$ cat config.mk
export PLATFORM = sky130hd
export DESIGN_NAME = uart_cmd_decoder
export DESIGN_NICKNAME = d
export VERILOG_FILES = /design/src/rtl/uart_cmd_decoder.sv
export SDC_FILE = /design/constraint.sdc
export NUM_CORES = 1
export LEC_CHECK = 0
export BUFFER_PORTS_ARGS = -buffer_cell sky130_fd_sc_hd__clkbuf_2
export CELL_PAD_IN_SITES_DETAIL_PLACEMENT = 0
export CELL_PAD_IN_SITES_GLOBAL_PLACEMENT = 2
export CORE_MARGIN = 2
export CORE_UTILIZATION = 35
export CTS_BUF_LIST = sky130_fd_sc_hd__clkbuf_4 sky130_fd_sc_hd__clkbuf_8
export DETAILED_ROUTE_END_ITERATION = 10
export PLACE_DENSITY = 0.91
export SYNTH_ARGS = -nofsm -noshare
export SYNTH_HDL_FRONTEND = slang
export SYNTH_SLANG_ARGS = --single-unit
export TNS_END_PERCENT = 5
$ cat constraint.sdc
create_clock -name clk -period 2.55 [get_ports clk]
set_clock_uncertainty 0.2 [all_clocks]
set_input_delay 0.255 -clock clk [delete_from_list [all_inputs] [get_ports clk]]
set_output_delay 0.255 -clock clk [all_outputs]
set_load 0.02 [all_outputs]
$ cat src/rtl/uart_cmd_decoder.sv
// Assembles UART bytes into sensor instructions (mode, address, 0-2 data bytes)
// and writes each completed frame into the arbiter's four aligned queue buffers.
module uart_cmd_decoder #(
  parameter int TIMEOUT_CYCLES = 100000
) (
  input  logic        clk,
  input  logic        reset,
  input  logic [7:0]  rx_data,
  input  logic        rx_valid,
  input  logic        buffers_full,
  output logic        wr_addrbuffer,
  output logic        wr_opbuffer,
  output logic        wr_databuffer1,
  output logic        wr_databuffer2,
  output logic [7:0]  addr_pointer,
  output logic [15:0] wr_data,
  output logic [7:0]  mode,
  output logic        busy,
  output logic        cmd_dropped,
  output logic        err_bad_mode,
  output logic        err_timeout
);

  localparam int CW = (TIMEOUT_CYCLES > 2) ? $clog2(TIMEOUT_CYCLES) : 1;

  typedef enum logic [1:0] {IDLE, ADDR, DATA_HI, DATA_LO} state_t;

  state_t        state;
  logic [1:0]    op_q;
  logic [7:0]    addr_q;
  logic [7:0]    hi_q;
  logic [CW-1:0] tcount;
  logic          wr_strobe;

  logic          frame_done;
  logic [7:0]    done_addr;
  logic [15:0]   done_data;
  logic          timed_out;

  // One shared strobe register keeps the four queue writes in lockstep.
  assign wr_addrbuffer  = wr_strobe;
  assign wr_opbuffer    = wr_strobe;
  assign wr_databuffer1 = wr_strobe;
  assign wr_databuffer2 = wr_strobe;

  always_comb begin
    frame_done = 1'b0;
    done_addr  = addr_q;
    done_data  = 16'h0000;
    timed_out  = (state != IDLE) && !rx_valid && (tcount == CW'(TIMEOUT_CYCLES - 1));
    if (rx_valid) begin
      if (state == ADDR && !op_q[1]) begin
        frame_done = 1'b1;
        done_addr  = rx_data;
      end else if (state == DATA_LO) begin
        frame_done = 1'b1;
        done_data  = {(op_q[0] ? hi_q : 8'h00), rx_data};
      end
    end
  end

  always_ff @(posedge clk) begin
    if (reset) begin
      state        <= IDLE;
      op_q         <= 2'd0;
      addr_q       <= 8'h00;
      hi_q         <= 8'h00;
      tcount       <= '0;
      wr_strobe    <= 1'b0;
      addr_pointer <= 8'h00;
      wr_data      <= 16'h0000;
      mode         <= 8'h00;
      busy         <= 1'b0;
      cmd_dropped  <= 1'b0;
      err_bad_mode <= 1'b0;
      err_timeout  <= 1'b0;
    end else begin
      wr_strobe    <= 1'b0;
      cmd_dropped  <= 1'b0;
      err_bad_mode <= 1'b0;
      err_timeout  <= 1'b0;

      if (timed_out) begin
        state       <= IDLE;
        busy        <= 1'b0;
        tcount      <= '0;
        err_timeout <= 1'b1;
      end else begin
        if (state != IDLE) tcount <= tcount + 1'b1;
        if (rx_valid) begin
          tcount <= '0;
          case (state)
            IDLE: begin
              if (rx_data[7:2] == 6'd0) begin
                op_q  <= rx_data[1:0];
                state <= ADDR;
                busy  <= 1'b1;
              end else begin
                err_bad_mode <= 1'b1;
              end
            end
            ADDR: begin
              addr_q <= rx_data;
              if (!op_q[1]) begin
                state <= IDLE;
                busy  <= 1'b0;
              end else if (op_q[0]) begin
                state <= DATA_HI;
              end else begin
                state <= DATA_LO;
              end
            end
            DATA_HI: begin
              hi_q  <= rx_data;
              state <= DATA_LO;
            end
            DATA_LO: begin
              state <= IDLE;
              busy  <= 1'b0;
            end
            default: state <= IDLE;
          endcase
        end
      end

      // Output fields only change on a real queue write, so they hold between writes.
      if (frame_done) begin
        if (!buffers_full) begin
          wr_strobe    <= 1'b1;
          addr_pointer <= done_addr;
          wr_data      <= done_data;
          mode         <= {6'b0, op_q};
        end else begin
          cmd_dropped <= 1'b1;
        end
      end
    end
  end

endmodule

==> results.py <==
metrics = {
    "critical_path": {
        "worst-path-buf-inv": 0,
        "rr_startpoint": "tcount[0]$_SDFFE_PP0N_",
        "crit_start": "tcount[0]$_SDFFE_PP0N_",
        "rr_worst_depth": 5,
        "crit_path_end": "tcount[7]$_SDFFE_PP0N_",
        "r2r_slack_ns": 0.27,
        "slowest_delay_ns": 0.60,
        "arrival_ns": 2.29,
        "worstPathCellList": "ha_1 -> nand4_1 -> or4_4 -> o21ai_4 -> nor2_1",
        "path_class": "reg -> reg",
        "crit_cells": 5,
        "crit_required_ns": 2.56,
        "endpoint_kind": "register",
        "crit_family": "simple AND/OR/NAND/NOR gates",
        "cp-start-kind": "register",
        "cp_max_fo": 17,
        "rr_endpoint": "tcount[7]$_SDFFE_PP0N_",
        "cpMaxStageDelayCell": "or4_4",
    },
    "synth": {
        "synth_seq_area_share_pct": 48.9,
        "ys_top_cells_by_area": "dfxtp_1, mux2i_1, nor2_1",
        "yosys_warnings": 0,
        "syn_area_um2": 2790,
        "synth.largest_area_cell": "dfxtp_1",
        "synthDistinctLibCells": 44,
        "netlist_instances": 300,
        "synth_top_area_share_pct": 48.9,
        "synth_flop_cell": "dfxtp_1",
        "synthArstFlopShare_pct": 0,
        "syn_avg_cell_area_um2": 9.29,
        "synth-edff-count": 0,
        "ys_ff_latch": 68,
    },
    "detailed_routing": {
        "num_vias": 2246,
        "drcViolationCount": 0,
        "routedWlPerCell_um": 13.8,
        "viasPerCell": 4.97,
        "first_pass_iters": 4,
        "drt-initial-drc-count": 72,
        "wl_um": 6240,
        "ant_nets": 0,
    },
    "layout": {
        "diodes": 0,
        "regArea_um2": 1360,
        "fin_nets": 358,
        "multi_input_area_um2": 1250,
        "drive_gt1_share_pct": 21.1,
        "n_fill_cell": 773,
        "area_growth_pct": 18.9,
    },
    "power_and_ir_drop": {
        "pwr-share-clk_pct": 48.6,
        "swShare_pct": 21.1,
        "pwr-share-seq_pct": 48.1,
        "power_switching_mw": 0.468,
        "internal-power_mw": 1.75,
        "combPwrFrac_pct": 3.3,
        "cellLeakagePower_nw": 1.39,
        "power.density_nw_per_um2": 668,
        "vdd_drop_max_uv": 280,
    },
    "placement": {
        "gp_congestion": 0.784,
        "hpwl_um": 4360,
        "portBuffers": 45,
        "pre_cts_ws_ns": 0.259,
    },
    "cts": {
        "h-tree-depth": 3,
        "cts_hold_buf": 0,
        "clock_latency_ns": 0.34,
        "ctsResizeCount": 0,
        "path_clk_slew_ns": 0.07,
        "cts_sinks": 68,
        "cts_buffers": 9,
        "post_cts_buffers": 0,
        "tritoncts": "done",
        "root_buffer": "clkbuf_8",
        "clk_path_buf_depth": 2,
    },
    "global_route": {
        "grt_pass1_wl_um": 10300,
        "overflow": 0,
        "grt_pass1_vias": 2075,
        "grt_max_degree": 26,
        "antenna_found_initial": 0,
        "track_usage_pct": 15.3,
    },
    "job": {
        "drv_cap": 0,
    },
    "timing": {
        "finalSetupViolCount": 0,
        "fin_crit_ns": 2.28,
        "hold_violations": 0,
        "maxSlewViolCount": 0,
        "rsz0062_at_grt": "false",
        "worstMarginPinSlew_ns": 0.616,
        "worst_slack_ns": 0.271,
        "max_freq_ghz": 0.439,
        "period_share_pct": 89.4,
        "tns_ns": 0,
        "relSlewSlack_pct": 58.9,
    },
    "die": {
        "ioPinCount": 52,
        "dieArea_um2": 8690,
        "core_area_um2": 7730,
        "die_w_um": 93.2,
        "start_util_pct": 36.1,
        "die_height_um": 93.2,
        "row_count": 32,
    },
    "min_path": {
        "min_path_type": "in -> reg",
    },
    "status": {
        "outcome": "finished, final reports clean",
    },
}
-- flip-flops by register name (all words and copies together) (netlist names), named ones only --
| signal | count |
|---|---|
| hi_q | 8 |
| err_timeout | 1 |
| tcount | 17 |
| err_bad_mode | 1 |
| addr_pointer | 8 |
| busy | 1 |
| op_q | 2 |
| state | 1 |
| cmd_dropped | 1 |
| wr_addrbuffer | 1 |
| addr_q | 8 |
| mode | 2 |
| wr_data | 16 |
-- power groups by stage --
stage	sequential (mW)	clock (mW)	combinational, mW
floorplan	1.09	0	0.0511
global placement	1.09	0	0.0725
detailed placement	1.09	0	0.0727
CTS	1.06	1.10	0.0726
global route	1.06	1.15	0.0794
finish	1.06	1.08	0.0724
-- area by class of cell --
cell class | instances | share of cell area, %
Inverter | 13 | 1.47
Tap cell | 102 | 3.85
Timing Repair Buffer | 53 | 8.61
Multi-Input combinational cell | 200 | 37.6
Clock inverter | 6 | 3.40
Sequential cell | 68 | 41.1
Clock buffer | 10 | 3.97
-- how the worst min path moves through the flow --
| stage | cells past startpoint | slack, ns | start | endpoint |
|---|---|---|---|---|
| finish | 2 | 0.01 | rx_data[2] | wr_data[2]$_SDFFE_PP0P_ |
| global placement | 1 | 0.25 | hi_q[7]$_SDFFE_PP0P_ | wr_data[15]$_SDFFE_PP0P_ |
| floorplan | 1 | 0.18 | rx_data[0] | wr_data[0]$_SDFFE_PP0P_ |
| CTS | 2 | 0.0005 | rx_data[3] | wr_data[3]$_SDFFE_PP0P_ |
| global route | 2 | 0.01 | rx_data[6] | wr_data[6]$_SDFFE_PP0P_ |
| detailed placement | 1 | 0.25 | hi_q[2]$_SDFFE_PP0P_ | wr_data[10]$_SDFFE_PP0P_ |
-- cell families (layout without fill, tap and decap cells) --
logic type	count (synthesis)	after routing	synth area share, %
AND/OR/NAND/NOR	109	109	19.4
flip-flops	68	68	48.9
AO/OA/AOI/OAI	52	52	13.2
buffers and inverters	37	82	7.09
multiplexers	20	20	7.18
XOR/XNOR	12	12	3.77
adder cells (fa/ha/maj)	1	1	0.449
other	1	6	0.135
-- Yosys cell counts (2+ instances only) --
cell type and n:
and2_1 2, xor2_1 4, o31ai_1 2, a22o_1 16
o22ai_1 9, a21oi_1 15, nand2_1 12, or4_1 3
dfxtp_1 68, or3_1 3, nor3_1 14, buf_1 2
inv_1 13, nand3_1 8, buf_4 10, nand4_1 6
clkbuf_1 7, nor4b_1 2, o21ai_0 3, buf_2 3
nor4_1 4, mux2i_1 20, xnor2_1 8, nor2_1 46
-- stage by stage --
step | instance area (um^2) | utilization [%] | power (mW) | hold WS, ns | cells
2_1_floorplan | 2810 | - | 1.14 | 0.181 | 305
3_3_place_gp | 3070 | 39.7 | 1.16 | 0.250 | 436
3_5_place_dp | 3070 | 39.7 | 1.16 | 0.250 | 436
4_1_cts | 3310 | 42.9 | 2.24 | 0.000539 | 452
5_1_grt | 3310 | 42.9 | 2.29 | 0.0112 | 452
6_report | 3310 | 42.9 | 2.21 | 0.0124 | 452
-- cells in the final DEF, fill, tap and decap left out, types with 2 or more instances in the layout --
cell type / instances
dfxtp_1: 68
nor2_1: 46
clkbuf_2: 45
mux2i_1: 20
a22o_1: 16
a21oi_1: 15
nor3_1: 14
inv_1: 13
nand2_1: 12
o22ai_1: 9
clkbuf_8: 9
xnor2_1: 8
nand3_1: 8
buf_4: 8
nand4_1: 6
conb_1: 6
xor2_1: 4
nor4_1: 4
or4_1: 3
or3_1: 3
o21ai_0: 3
bufinv_16: 3
nor4b_1: 2
and2_1: 2
o31ai_1: 2
clkinv_4: 2
-- metal layers --
metal / GRT usage [%] / up-vias / wire length, um
met2: 21.8 / 61 / 2640
met5: 0 / - / 0
met3: 3.95 / 11 / 316
met4: 6.86 / 0 / 146
met1: 21.7 / 1040 / 3140
li1: - / 1134 / -
Note: power is estimated with default switching activity, not from simulation.
